File: config.mk
export PLATFORM = sky130hd
export DESIGN_NAME = sdram_boot_arbiter
export DESIGN_NICKNAME = d
export VERILOG_FILES = /design/src/rtl/sdram_boot_arbiter.sv
export SDC_FILE = /design/constraint.sdc
export NUM_CORES = 1
export LEC_CHECK = 0
export BUFFER_PORTS_ARGS = -buffer_cell sky130_fd_sc_hd__buf_2
export CORE_ASPECT_RATIO = 1.4
export CORE_MARGIN = 2
export CORE_UTILIZATION = 52
export CTS_BUF_LIST = sky130_fd_sc_hd__clkbuf_4 sky130_fd_sc_hd__clkbuf_8
export CTS_CLUSTER_DIAMETER = 60
export DETAILED_ROUTE_END_ITERATION = 12
export GPL_TIMING_DRIVEN = 0
export HOLD_SLACK_MARGIN = 0.08
export PLACE_DENSITY = 0.82
export SLEW_MARGIN = 40
export SYNTH_ARGS = -nofsm -noshare
export SYNTH_HDL_FRONTEND = slang
export SYNTH_SLANG_ARGS = --single-unit
File: constraint.sdc
create_clock -name clk_sys -period 3.85 [get_ports clk_sys]
set_input_delay 0.1925 -clock clk_sys [delete_from_list [all_inputs] [get_ports clk_sys]]
set_output_delay 0.1925 -clock clk_sys [all_outputs]
set_load 0.01 [all_outputs]
File: src/rtl/sdram_boot_arbiter.sv
// Purpose: shares the zsdram command port between the ROM download stream and the motherboard bus.
// Latency: download byte committed 17-32 clk after dl_wr (one 16-clk mem_we pulse); CPU path is combinational.
// Backpressure: dl_wait stalls the host while a byte is pending; cpu_hold keeps the CPU off the port during download.
module sdram_boot_arbiter #(
    parameter logic [8:0]  PAGE0      = 9'h000,
    parameter logic [8:0]  PAGE1      = 9'h100,
    parameter logic [8:0]  PAGE2      = 9'h107,
    parameter int unsigned HOLD_SLOTS = 2
) (
    input  logic        clk_sys,
    input  logic        reset,
    input  logic        ce_ref,
    input  logic        dl_active,
    input  logic        dl_wr,
    input  logic [24:0] dl_addr,
    input  logic [7:0]  dl_data,
    output logic        dl_wait,
    output logic        cpu_hold,
    input  logic        cpu_r,
    input  logic        cpu_w,
    input  logic [22:0] cpu_a,
    input  logic [7:0]  cpu_wdata,
    output logic [7:0]  cpu_rdata,
    output logic        mem_oe,
    output logic        mem_we,
    output logic [22:0] mem_addr,
    output logic [7:0]  mem_din,
    input  logic [7:0]  mem_dout,
    output logic [15:0] dl_count,
    output logic        dl_skip
);

    typedef enum logic [1:0] {
        S_IDLE,
        S_ARM,
        S_WRITE,
        S_HOLD
    } state_t;

    state_t      state;
    logic        dl_active_q;
    logic        ld_we;
    logic [22:0] ld_addr;
    logic [7:0]  ld_data;
    logic [31:0] hold_cnt;
    logic [31:0] hold_next;
    logic        dl_rise;
    logic        dl_fall;
    logic [10:0] dl_page;
    logic [8:0]  dl_bank;
    logic        dl_mapped;
    logic [7:0]  rd_mask;

    assign dl_rise   = dl_active & ~dl_active_q;
    assign dl_fall   = ~dl_active & dl_active_q;
    assign dl_page   = dl_addr[24:14];
    assign hold_next = hold_cnt + {31'd0, ce_ref};

    // Translate the 16 KB download page into its SDRAM bank; pages 3+ have no home.
    always_comb begin
        dl_bank   = PAGE0;
        dl_mapped = 1'b1;
        case (dl_page)
            11'd0:   dl_bank = PAGE0;
            11'd1:   dl_bank = PAGE1;
            11'd2:   dl_bank = PAGE2;
            default: dl_mapped = 1'b0;
        endcase
    end

    // Loader FSM: latch a byte, wait one full ce_ref slot to arm, write for one slot, then release.
    always_ff @(posedge clk_sys) begin
        if (reset) begin
            state       <= S_IDLE;
            dl_active_q <= 1'b0;
            dl_wait     <= 1'b0;
            ld_we       <= 1'b0;
            ld_addr     <= '0;
            ld_data     <= '0;
            dl_count    <= '0;
            dl_skip     <= 1'b0;
            hold_cnt    <= '0;
        end else begin
            dl_active_q <= dl_active;
            // A new download starts fresh statistics; later assignments below may still set them.
            if (dl_rise) begin
                dl_count <= '0;
                dl_skip  <= 1'b0;
            end
            case (state)
                S_IDLE: begin
                    if (dl_active && dl_wr) begin
                        if (dl_mapped) begin
                            ld_addr <= {dl_bank, dl_addr[13:0]};
                            ld_data <= dl_data;
                            dl_wait <= 1'b1;
                            state   <= S_ARM;
                        end else begin
                            dl_skip <= 1'b1;
                        end
                    end else if (dl_fall) begin
                        hold_cnt <= '0;
                        state    <= S_HOLD;
                    end
                end
                S_ARM: begin
                    if (ce_ref) begin
                        ld_we <= 1'b1;
                        state <= S_WRITE;
                    end
                end
                S_WRITE: begin
                    if (ce_ref) begin
                        ld_we   <= 1'b0;
                        dl_wait <= 1'b0;
                        if (dl_count != 16'hFFFF) begin
                            dl_count <= dl_count + 16'd1;
                        end
                        // A download that ended mid-write goes straight to the hold-off period.
                        if (dl_active) begin
                            state <= S_IDLE;
                        end else begin
                            hold_cnt <= '0;
                            state    <= S_HOLD;
                        end
                    end
                end
                S_HOLD: begin
                    if (dl_rise) begin
                        state <= S_IDLE;
                    end else if (hold_next >= HOLD_SLOTS) begin
                        state <= S_IDLE;
                    end else begin
                        hold_cnt <= hold_next;
                    end
                end
                default: state <= S_IDLE;
            endcase
        end
    end

    // dl_active_q bridges the single cycle between dl_active falling in IDLE and the FSM reaching HOLD.
    assign cpu_hold = dl_active | dl_active_q | (state != S_IDLE);

    // Port mux: loader owns the port while the CPU is held, otherwise the CPU passes straight through.
    always_comb begin
        if (cpu_hold) begin
            mem_oe   = 1'b0;
            mem_we   = ld_we;
            mem_addr = ld_addr;
            mem_din  = ld_data;
        end else begin
            mem_oe   = cpu_r;
            mem_we   = cpu_w;
            mem_addr = cpu_a;
            mem_din  = cpu_wdata;
        end
    end

    // Banks outside the low 4 MB and the two relocated ROM pages read as open bus (FF).
    always_comb begin
        rd_mask = 8'hFF;
        if (!cpu_a[22] || (cpu_a[22:14] == PAGE1) || (cpu_a[22:14] == PAGE2)) begin
            rd_mask = 8'h00;
        end
    end

    assign cpu_rdata = mem_dout | rd_mask;

endmodule

==> impl_results.md, run 1 <==
- Status: completed
- Final Critical Period: 3.11 ns
- Synthesis-to-finish area growth: 27.9%
- Post-Synth Adder-Cell Area: 0.921%
- Unrepaired setup endpoints after global routing: no
- DRC violations left: 0
- Pwr dens: 389 mW/mm2
- Critical Path AT: 3.35 ns
- Mux cell area share after synthesis: 13.0%
- Rel. slew slack: 52.2%
- Cell taking the most area after synthesis: dfxtp_1
- PortBufs: 137
- End of the worst register-to-register path: hold_cnt[16]
- Worst R2R Path Depth: 12
- Avg WL per Cell: 15.7 um
- CTS resizes: 0
- Synth Instances: 468
- Ports: 139
- Htree depth: 3
- Synth unique cells: 56
- Main flop type after synthesis: dfxtp_1
- CP Data Required Time: 4.09 ns
- Final WS setup: 0.741 ns
- Synth Area per Inst: 8.71 um2
- Post-Synthesis Cell Area: 0.00408 mm2
- Vias in the first global route: 4,013
- Xor and xnor area share after synthesis: 2.36%
- Hold Path Class: in2reg
- Compound-gate portion of the synthesized area: 11.4%
- Initial antenna violation count: 0
- Hpwl dp: 8620 um
- Antenna cell count: 0
- Total GRT Usage: 26.5%
- CP Max Fanout: 10
- Via count: 4,057
- Clock Path Buffers: 2
- Sequential share of the synthesized area: 38.3%
- Die H: 109 um
- Initial DRC Count: 190
- Commonest non-fill, non-tap cell in the layout: buf_2
- Most frequent cells in the layout: 138 x buf_2, 78 x dfxtp_1, 58 x nor2_1
- Post-synth EDFFs: 0
- Row count: 38
- Overflow after GRT: 0
- Fillers: 646
- DIE AREA: 0.00857 mm2
- Core box area: 0.00770 mm2
- Net count, final: 707
- Setup TNS: 0 ns
- #FFs+latches synth: 78
- Pre-CTS WS: 0.793 ns
- Post-synth net total: 550
- Leakage: 2.40 nW
- Area share of and/or/nand/nor cells after synthesis: 30.8%
- Hold wc startpoint: dl_addr[2]
- Drt via density: 5.57
- Sink Count: 78
- Post-DRT Antenna Nets: 0
- Slew @ Worst Pin: 0.718 ns
- Final Cycle Share: 80.7%
- Final Hold Vio Count: 0
- Synth top area share: 38.3%
- Clock Pin Slew Worst Setup and Hold Paths: 0.08 ns
- Worst-Skew Late Latency: 0.35 ns
- Peak supply drop: 263 uV
- Worst hold stages: 3
- CTS tree: built
- Routed wire length: 11,400 um
- CTS root buf: clkbuf_8
- Worst Skew: 0.00999 ns
- Ys async rst share: 0%
- Critical path class: reg2reg
- DR pass1 iterations: 4
- Main combinational cell family by area after synthesis: simple AND/OR/NAND/NOR gates
- Endpoints failing setup: 0
- Die width: 78.8 um
- Synth Warn #: 0
- First-pass GRT wire length: 18,000 um
- Routability Congestion: 0.900
- Dominant cells by area after synthesis: dfxtp_1 38%, mux2_2 6.6%, mux2i_1 6.4%
- Num CTS Buffers: 9
- Hold worst-path end: ld_addr[2]
- Fmax: 322 MHz
- CP Launch Type: flip-flop
- Critical path capture point type: flip-flop
- Total of max-cap violations: 0
- Largest net degree at the start of global routing: 14
- Worst r2r src: hold_cnt[0]
- Final max-slew violation count: 0
- Initial Util: 52.9%
- Layout cells sized above 1: 32.1%
- R2R Setup Slk: 0.74 ns
-- critical path, cell delays in order (launching register included) --
cell       delay [ns]
dfxtp_1          0.35
ha_1             0.23
ha_1             0.17
clkbuf_1         0.26
nand3_1          0.18
nor3_2           0.39
o311ai_1         0.18
a22oi_1          0.22
o2111ai_1        0.22
nor4_4           0.35
nor2b_2          0.13
buf_6            0.16
and2_1           0.15
-- registers in the layout (all words and copies together) (netlist names) --
register     flops
hold_cnt        32
dl_count        16
ld_addr         16
ld_data          8
state            2
dl_active_q      1
dl_skip          1
dl_wait          1
ld_we            1
-- report_power, final --
group          switching [W]  total, W  internal, W
logic               0.000289  0.000515     0.000226
clock network       0.000303  0.000674     0.000371
registers          0.0000162  0.000839     0.000823
-- routing by layer --
metal / part of all wire [%] / global-route usage, % / routed length, um / vias up
met5: 0 / 0 / 0 / -
met4: 3.6 / 13.3 / 408 / 0
met3: 5.3 / 4.22 / 609 / 32
met1: 38 / 28.0 / 4290 / 1881
met2: 54 / 50.2 / 6120 / 153
li1: - / - / - / 1991
-- worst max path at each step --
stage,slack (ns),start,endpoint,cells after the start
2_1_floorplan,1.17,hold_cnt[0],hold_cnt[22],12
3_3_place_gp,0.88,ce_ref,hold_cnt[21],13
3_5_place_dp,0.79,hold_cnt[0],state[1],11
4_1_cts,0.76,hold_cnt[0],hold_cnt[16],12
5_1_grt,0.41,hold_cnt[0],hold_cnt[20],12
6_report,0.74,hold_cnt[0],hold_cnt[16],12
-- cell usage after synthesis, types with 3 or more instances --
library cell,count
mux2i_1,26
a211o_1,3
nand2b_1,11
inv_1,7
buf_6,3
nor4_1,10
ha_1,3
mux2_2,24
o21ai_0,17
nand3_1,14
nor2b_1,4
and2_1,28
nor3_1,10
a21oi_1,28
a211oi_1,8
nor2_1,58
nand2_1,28
and2_4,10
nand3b_1,5
clkbuf_1,14
and3_1,11
or3_1,3
nand4_1,11
nor3b_1,3
o31ai_1,3
xnor2_1,9
dfxtp_1,78
-- what timing repair did --
action	in CTS	in global routing
hold buffers	9	0
buffers inserted	0	0
endpoints found under the hold margin	9	0
-- kinds of logic after synthesis --
| group | Yosys count |
|---|---|
| adder cells (fa/ha/maj) | 3 |
| flip-flops | 78 |
| XOR/XNOR | 11 |
| buffers and inverters | 28 |
| AND/OR/NAND/NOR | 223 |
| multiplexers | 50 |
| AO/OA/AOI/OAI | 75 |
-- through the flow --
step           hold WS, ns  area, um2  util (%)  instances  total power, W
5_1_grt             0.0938       5210      67.7        729         0.00211
2_1_floorplan        0.336       4080         -        468         0.00117
3_3_place_gp         0.422       4890      63.5        705         0.00133
3_5_place_dp         0.431       4890      63.5        705         0.00135
6_report            0.0806       5210      67.7        729         0.00203
4_1_cts             0.0822       5200      67.5        729         0.00202
-- area by class of cell --
| class | count | area (um2) | area share (%) |
|---|---|---|---|
| flip-flops and latches | 78 | 1560 | 29.9 |
| plain buffers | 21 | 106 | 2.04 |
| repair buffers | 146 | 776 | 14.9 |
| inverters | 7 | 26.3 | 0.504 |
| well taps | 100 | 125 | 2.40 |
| clock buffers | 10 | 131 | 2.52 |
| clock inverters | 5 | 85.1 | 1.63 |
| multi-input cells | 362 | 2400 | 46.1 |
Note: power is estimated with default switching activity, not from simulation.
==> run 2: changes to the inputs <==
--- a/config.mk
+++ b/config.mk
@@ -5,16 +5,17 @@
 export SDC_FILE = /design/constraint.sdc
 export NUM_CORES = 1
 export LEC_CHECK = 0
+export ABC_AREA = 1
 export BUFFER_PORTS_ARGS = -buffer_cell sky130_fd_sc_hd__buf_2
 export CORE_ASPECT_RATIO = 1.4
 export CORE_MARGIN = 2
-export CORE_UTILIZATION = 52
+export CORE_UTILIZATION = 49
 export CTS_BUF_LIST = sky130_fd_sc_hd__clkbuf_4 sky130_fd_sc_hd__clkbuf_8
 export CTS_CLUSTER_DIAMETER = 60
 export DETAILED_ROUTE_END_ITERATION = 12
 export GPL_TIMING_DRIVEN = 0
 export HOLD_SLACK_MARGIN = 0.08
-export PLACE_DENSITY = 0.82
+export PLACE_DENSITY = 0.79
 export SLEW_MARGIN = 40
 export SYNTH_ARGS = -nofsm -noshare
 export SYNTH_HDL_FRONTEND = slang
==> constraint.sdc (replaced) <==
create_clock -name clk_sys -period 2.7 [get_ports clk_sys]
set_input_delay 0.135 -clock clk_sys [delete_from_list [all_inputs] [get_ports clk_sys]]
set_output_delay 0.135 -clock clk_sys [all_outputs]
set_load 0.01 [all_outputs]
==> run 2 against run 1 <==
Clock power is 39% higher. Hold slack gained 0.0077 ns. Cell area is 19% higher. Die area increased by 24%. Sequential power increased by 98%. Sequential cell count is the same.
==> impl_results.md, run 2 <==
- Clock Pin Slew Worst Setup and Hold Paths: 0.09 ns (was 0.08 ns)
- Critical path capture point type: output pin (was flip-flop)
- Initial Util: 50.6% (was 52.9%)
- Antenna cell count: 0 (unchanged)
- Vias in the first global route: 5,489 (was 4,013)
- Synth Area per Inst: 6.07 um2 (was 8.71 um2)
- Max reg flops: 32 (unchanged)
- DIE AREA: 0.0106 mm2 (was 0.00857 mm2)
- Routability Congestion: 0.942 (was 0.900)
- CTS root buf: clkbuf_8 (unchanged)
- Initial antenna violation count: 0 (unchanged)
- Worst R2R Path Depth: 19 (was 12)
- Synth Instances: 792 (was 468)
- #FFs+latches synth: 78 (unchanged)
- CP Max Fanout: 10 (unchanged)
- Fmax: 399 MHz
- Ys async rst share: 0% (unchanged)
- DR pass1 iterations: 5 (was 4)
- R2R Setup Slk: 0.23 ns (was 0.74 ns)
- Reg with most FFs: hold_cnt (unchanged)
- Critical Path AT: 2.37 ns (was 3.35 ns)
- Post-Synthesis Cell Area: 0.00481 mm2 (was 0.00408 mm2)
- Total GRT Usage: 28.5% (was 26.5%)
- Sequential share of the synthesized area: 32.5% (was 38.3%)
- Synthesis-to-finish area growth: 29.2% (was 27.9%)
- Final Hold Vio Count: 0 (unchanged)
- Die H: 121 um (was 109 um)
- Largest net degree at the start of global routing: 15 (was 14)
- Sink Count: 78 (unchanged)
- Fin cells: 1,105 (was 729)
- Most frequent cells in the layout: 204 x nand2_1, 141 x buf_2, 121 x nor2_1 (was 138 x buf_2, 78 x dfxtp_1, 58 x nor2_1)
- End of the worst register-to-register path: hold_cnt[31] (was hold_cnt[16])
- Num CTS Buffers: 9 (unchanged)
- CTS tree: built (unchanged)
- Hold wc startpoint: dl_addr[12] (was dl_addr[2])
- Peak supply drop: 387 uV (was 263 uV)
- Slew @ Worst Pin: 0.652 ns (was 0.718 ns)
- Endpoints failing setup: 0 (unchanged)
- Worst hold-check slack: 0.0882 ns (was 0.0806 ns)
- DP Cell Count: 1,062 (was 705)
- DRC violations left: 0 (unchanged)
- Rel. slew slack: 56.4% (was 52.2%)
- Overflow after GRT: 0 (unchanged)
- Hpwl dp: 11,100 um (was 8620 um)
- Hold Path Class: in2reg (unchanged)
- Routed wire length: 14,800 um (was 11,400 um)
- Status: completed (unchanged)
- Critical path class: reg2out (was reg2reg)
- Post-synth net total: 874 (was 550)
- Post-synth EDFFs: 0 (unchanged)
- Final Cycle Share: 92.9%
- First-pass GRT wire length: 24,300 um (was 18,000 um)
- Cell taking the most area after synthesis: dfxtp_1 (unchanged)
- Main flop type after synthesis: dfxtp_1 (unchanged)
- Total of max-cap violations: 0 (unchanged)
- Post-synth top cells: 204 x nand2_1, 123 x nor2_1, 108 x inv_1 (was 78 x dfxtp_1, 58 x nor2_1, 28 x a21oi_1, 28 x and2_1, 28 x nand2_1)
- Largest regs: hold_cnt x32, dl_count x16, ld_addr x16 (unchanged)
- Worst-Skew Late Latency: 0.38 ns (was 0.35 ns)
- CP Data Required Time: 2.57 ns (was 4.09 ns)
- Most common cell in the synthesized netlist: nand2_1 (was dfxtp_1)
- Clock Path Buffers: 2 (unchanged)
- Htree depth: 3 (unchanged)
- Final Critical Period: 2.51 ns
- PortBufs: 138 (was 137)
- Commonest non-fill, non-tap cell in the layout: nand2_1 (was buf_2)
- Net count, final: 1,050 (was 707)
- Synth unique cells: 44 (was 56)
- Final max-slew violation count: 0 (unchanged)
- Hold worst-path end: ld_addr[12] (was ld_addr[2])
- CP Launch Type: flip-flop (unchanged)
- Layout cells sized above 1: 21.2% (was 32.1%)
- Fillers: 874 (was 646)
- Initial DRC Count: 281 (was 190)
- Die width: 87.7 um (was 78.8 um)
- Core box area: 0.00951 mm2 (was 0.00770 mm2)
- Pwr dens: 758 mW/mm2 (was 389 mW/mm2)
- Worst r2r src: hold_cnt[0] (unchanged)
- Synth top area share: 32.5% (was 38.3%)
- Drt via density: 5.13 (was 5.57)
- Leakage: 2.87 nW (was 2.40 nW)
- Dominant cells by area after synthesis: dfxtp_1 32%, nand2_1 16%, nor2_1 9.6% (was dfxtp_1 38%, mux2_2 6.6%, mux2i_1 6.4%)
- Setup TNS: 0 ns (unchanged)
- Ports: 139 (unchanged)
- Worst hold stages: 3 (unchanged)
- Worst Skew: 0.00860 ns (was 0.00999 ns)
- Post-DRT Antenna Nets: 0 (unchanged)
- Synth Warn #: 0 (unchanged)
- Via count: 5,666 (was 4,057)
- Row count: 42 (was 38)
- Avg WL per Cell: 13.4 um (was 15.7 um)
- Unrepaired setup endpoints after global routing: no (unchanged)
[run 2: worst max-delay path: stages (launching register included)]
cell	delay, ns
dfxtp_1	0.38
nor2_2	0.22
inv_1	0.08
nor2_1	0.22
nand2_1	0.13
clkbuf_1	0.28
clkbuf_2	0.29
a21oi_1	0.25
buf_2	0.17
[run 2: cell type report]
type                    instances  area [um2]  share of cell area (%)
clock inverters                 6        70.1                    1.13
flip-flops and latches         78        1560                    25.2
repair buffers                166         973                    15.7
multi-input cells             579        2760                    44.4
plain buffers                  22         124                    1.99
well taps                     132         165                    2.66
inverters                     112         420                    6.77
clock buffers                  10         138                    2.22
[run 2: kinds of logic after synthesis]
group | synth area share (%)
DFF | 32.5
muxes | 0.234
AOI/OAI and AO/OA | 18.1
xor gates and xnor gates | 0.547
adders and majority gates | 0.781
buffers and inverters | 11.1
and+or+nand+nor | 36.7
[run 2: worst max path at each step]
stage	start	endpoint	slack, ns	cells past startpoint
global route	state[0]	mem_addr[13]	0.008	8
floorplan	hold_cnt[0]	hold_cnt[22]	0.46	19
detailed placement	hold_cnt[0]	hold_cnt[31]	-0.07	19
global placement	hold_cnt[0]	hold_cnt[23]	0.03	19
finish	state[0]	mem_din[5]	0.19	8
CTS	hold_cnt[0]	hold_cnt[31]	0.02	19
[run 2: per-stage QoR]
stage / setup WS (ns) / util, % / cell area (um2) / total power, W
2_1_floorplan: 0.455 / - / 4810 / 0.00305
3_3_place_gp: 0.0279 / 59.6 / 5660 / 0.00364
3_5_place_dp: -0.0743 / 59.6 / 5660 / 0.00366
4_1_cts: 0.0217 / 64.5 / 6140 / 0.00462
5_1_grt: 0.00808 / 65.3 / 6210 / 0.00506
6_report: 0.191 / 65.3 / 6210 / 0.00471
[run 2: power breakdown]
group          internal (W)  switching, W  leakage (nW)
registers           0.00139      0.000272         0.635
clock network      0.000457      0.000478        0.0951
logic              0.000805       0.00130          2.14
total               0.00265       0.00205          2.87
[run 2: routing by layer]
metal | track usage, % | wire [um]
met4 | 13.4 | 575
met1 | 31.8 | 5690
met2 | 50.9 | 7640
met3 | 5.51 | 864
met5 | 0 | 0
[run 2: what timing repair did]
action | in CTS | in global routing
gates resized for setup | 2 | 14
hold endpoints to repair | 25 | 0
setup buffers | 3 | 1
pin swaps | 2 | 3
gates cloned | 0 | 0
hold buffers | 24 | 0
setup endpoints to repair | 20 | 60
==> run 3: changes to the inputs <==
--- a/config.mk
+++ b/config.mk
@@ -9,13 +9,14 @@
 export BUFFER_PORTS_ARGS = -buffer_cell sky130_fd_sc_hd__buf_2
 export CORE_ASPECT_RATIO = 1.4
 export CORE_MARGIN = 2
-export CORE_UTILIZATION = 49
+export CORE_UTILIZATION = 58
 export CTS_BUF_LIST = sky130_fd_sc_hd__clkbuf_4 sky130_fd_sc_hd__clkbuf_8
 export CTS_CLUSTER_DIAMETER = 60
 export DETAILED_ROUTE_END_ITERATION = 12
 export GPL_TIMING_DRIVEN = 0
 export HOLD_SLACK_MARGIN = 0.08
-export PLACE_DENSITY = 0.79
+export PLACE_DENSITY = 0.88
+export RECOVER_POWER = 50
 export SLEW_MARGIN = 40
 export SYNTH_ARGS = -nofsm -noshare
 export SYNTH_HDL_FRONTEND = slang
==> constraint.sdc (replaced) <==
create_clock -name clk_sys -period 3 [get_ports clk_sys]
set_input_delay 0.15 -clock clk_sys [delete_from_list [all_inputs] [get_ports clk_sys]]
set_output_delay 0.15 -clock clk_sys [all_outputs]
set_load 0.01 [all_outputs]
==> run 3 against run 2 <==
Count of clock-buffer cells in the layout grew 2. Sequential cell count is the same. Critical path depth grew 11. Clock skew grew 0.0022 ns. Power shrank 11%. Cell area shrank 3.4%. Final cell count shrank 3.3%. Sequential power shrank 10%. Sequential share of layout area grew 0.86 points.
==> impl_results.md, run 3 (synthesized netlist as in run 2, its figures left out) <==
- Most frequent cells in the layout: 204 x nand2_1, 123 x nor2_1, 110 x buf_2 (was 204 x nand2_1, 141 x buf_2, 121 x nor2_1)
- DR pass1 iterations: 5 (unchanged)
- Routed wire length: 15,200 um (was 14,800 um)
- Net count, final: 1,044 (was 1,050)
- Pwr dens: 697 mW/mm2 (was 758 mW/mm2)
- Overflow after GRT: 0 (unchanged)
- Leakage: 2.72 nW (was 2.87 nW)
- DIE AREA: 0.00904 mm2 (was 0.0106 mm2)
- Max reg flops: 32 (unchanged)
- Worst-Skew Late Latency: 0.37 ns (was 0.38 ns)
- Die H: 112 um (was 121 um)
- Peak supply drop: 415 uV (was 387 uV)
- Commonest non-fill, non-tap cell in the layout: nand2_1 (unchanged)
- Fin cells: 1,069 (was 1,105)
- Clock Pin Slew Worst Setup and Hold Paths: 0.08 ns (was 0.09 ns)
- Initial DRC Count: 315 (was 281)
- Row count: 39 (was 42)
- Clock Path Buffers: 2 (unchanged)
- P_sw: 0.00182 W (was 0.00205 W)
- Routability Congestion: 0.944 (was 0.942)
- DP Cell Count: 1,032 (was 1,062)
- Worst hold stages: 3 (unchanged)
- PortBufs: 138 (unchanged)
- Largest net degree at the start of global routing: 13 (was 15)
- Total of max-cap violations: 0 (unchanged)
- Htree depth: 3 (unchanged)
- Initial antenna violation count: 0 (unchanged)
- Critical Path AT: 2.99 ns (was 2.37 ns)
- CTS root buf: clkbuf_8 (unchanged)
- CP Max Fanout: 10 (unchanged)
- First-pass GRT wire length: 24,200 um (was 24,300 um)
- Sink Count: 78 (unchanged)
- Die width: 81.0 um (was 87.7 um)
- Setup TNS: 0 ns (unchanged)
- Hold worst-path end: dl_skip (was ld_addr[12])
- Avg WL per Cell: 14.2 um (was 13.4 um)
- Rel. slew slack: 38.4% (was 56.4%)
- Slew @ Worst Pin: 0.915 ns (was 0.652 ns)
- Hpwl dp: 11,000 um (was 11,100 um)
- Util after Layout: 74.1% (was 65.3%)
- Worst R2R Path Depth: 19 (unchanged)
- Logic pwr share: 44.5% (was 44.8%)
- DRC violations left: 0 (unchanged)
- Layout cells sized above 1: 16.6% (was 21.2%)
- Reg with most FFs: hold_cnt (unchanged)
- Largest regs: hold_cnt x32, dl_count x16, ld_addr x16 (unchanged)
- Synthesis-to-finish area growth: 24.8% (was 29.2%)
- Pwr Total: 0.00418 W (was 0.00471 W)
- Final Hold Vio Count: 0 (unchanged)
- Final max-slew violation count: 0 (unchanged)
- Critical path class: reg2reg (was reg2out)
- Hold Path Class: in2reg (unchanged)
- Num CTS Buffers: 9 (unchanged)
- Antenna cell count: 0 (unchanged)
- Int Pwr: 0.00236 W (was 0.00265 W)
- End of the worst register-to-register path: hold_cnt[22] (was hold_cnt[31])
- CP Launch Type: flip-flop (unchanged)
- Endpoints failing setup: 0 (unchanged)
- Drt via density: 5.41 (was 5.13)
- Ports: 139 (unchanged)
- Fmax: 366 MHz
- R2R Setup Slk: 0.27 ns (was 0.23 ns)
- Total GRT Usage: 34.3% (was 28.5%)
- Sw frac: 43.6% (about the same)
- Clock Power Share: 19.9% (about the same)
- Status: completed (unchanged)
- Final Cycle Share: 91.1%
- Final Critical Period: 2.73 ns
- Unrepaired setup endpoints after global routing: no (unchanged)
- Vias in the first global route: 5,463 (was 5,489)
- Worst r2r src: hold_cnt[0] (unchanged)
- Via count: 5,781 (was 5,666)
- Part of the power in registers: 35.6% (was 35.4%)
- Worst Skew: 0.0108 ns (was 0.00860 ns)
- Initial Util: 59.4% (was 50.6%)
- CTS tree: built (unchanged)
- Core box area: 0.00810 mm2 (was 0.00951 mm2)
- Hold wc startpoint: dl_wr (was dl_addr[12])
- Critical path capture point type: flip-flop (was output pin)
- CP Data Required Time: 3.26 ns (was 2.57 ns)
- Post-DRT Antenna Nets: 0 (unchanged)
==> run 3: cell types whose count changed in the layout (fill, tap and decap cells not counted), moves of 3 or more <==
cell	before	now
clkbuf_1	13	47
buf_2	141	110
buf_4	5	1
clkinv_2	0	3
clkinvlp_4	3	0
dlygate4sd3_1	24	21
==> run 3: routing by layer <==
layer  routed length [um]  track usage, %
met1                 5790            37.5
met2                 7570            59.7
met3                 1100            7.86
met4                  768            18.3
met5                    0               0
==> run 3: timing repair <==
item | in CTS | in global routing
hold endpoints to repair | 21 | 0
resized for setup | 0 | 0
buffers inserted | 0 | 0
hold buffers | 21 | 0
==> run 3: worst max-delay path by stage <==
| stage | from | endpoint | slack, ns | cells after the start |
|---|---|---|---|---|
| after floorplan | hold_cnt[0] | hold_cnt[22] | 0.76 | 19 |
| after global placement | hold_cnt[0] | hold_cnt[27] | 0.31 | 19 |
| after detailed placement | hold_cnt[0] | hold_cnt[28] | 0.28 | 19 |
| after CTS | hold_cnt[0] | hold_cnt[26] | 0.26 | 19 |
| after global routing | hold_cnt[0] | hold_cnt[31] | 0.04 | 19 |
| final | hold_cnt[0] | hold_cnt[22] | 0.27 | 19 |
==> run 3: final cells by class <==
| cell class | count | area, um2 |
|---|---|---|
| repair buffers | 159 | 862 |
| fillers | 719 | 2100 |
| clock inverters | 4 | 45.0 |
| clock buffers | 12 | 159 |
| flip-flops and latches | 78 | 1560 |
| plain buffers | 23 | 113 |
| well taps | 102 | 128 |
| multi-input cells | 579 | 2710 |
| inverters | 112 | 420 |
==> run 3: critical path, cell delays in order (launching register included) <==
cell,delay [ns]
dfxtp_1,0.33
ha_1,0.19
ha_1,0.21
nand2_2,0.11
nor2_8,0.20
nand2_4,0.09
nor2_4,0.21
nand2_1,0.07
nand2_1,0.06
nand2_1,0.05
nor2_1,0.16
nand2_1,0.07
nor2_1,0.11
nand3_1,0.10
nand2_1,0.08
nand2_2,0.10
nand2_2,0.10
buf_6,0.16
buf_8,0.16
a21oi_2,0.03
==> run 3: power by group through the flow <==
stage	logic (W)	registers [W]	clock network, W
4_1_cts	0.00183	0.00148	0.000834
2_1_floorplan	0.00129	0.00145	0
6_report	0.00186	0.00149	0.000833
3_5_place_dp	0.00180	0.00150	0
3_3_place_gp	0.00178	0.00150	0
5_1_grt	0.00210	0.00151	0.000866
==> run 3: metrics by stage <==
stage / hold WS [ns] / setup slack (ns) / area [um2]
after floorplan: 0.228 / 0.755 / 4810
after global placement: 0.401 / 0.312 / 5630
after detailed placement: 0.402 / 0.276 / 5630
after CTS: 0.0818 / 0.263 / 6050
after global routing: 0.122 / 0.0383 / 6000
final: 0.0972 / 0.268 / 6000
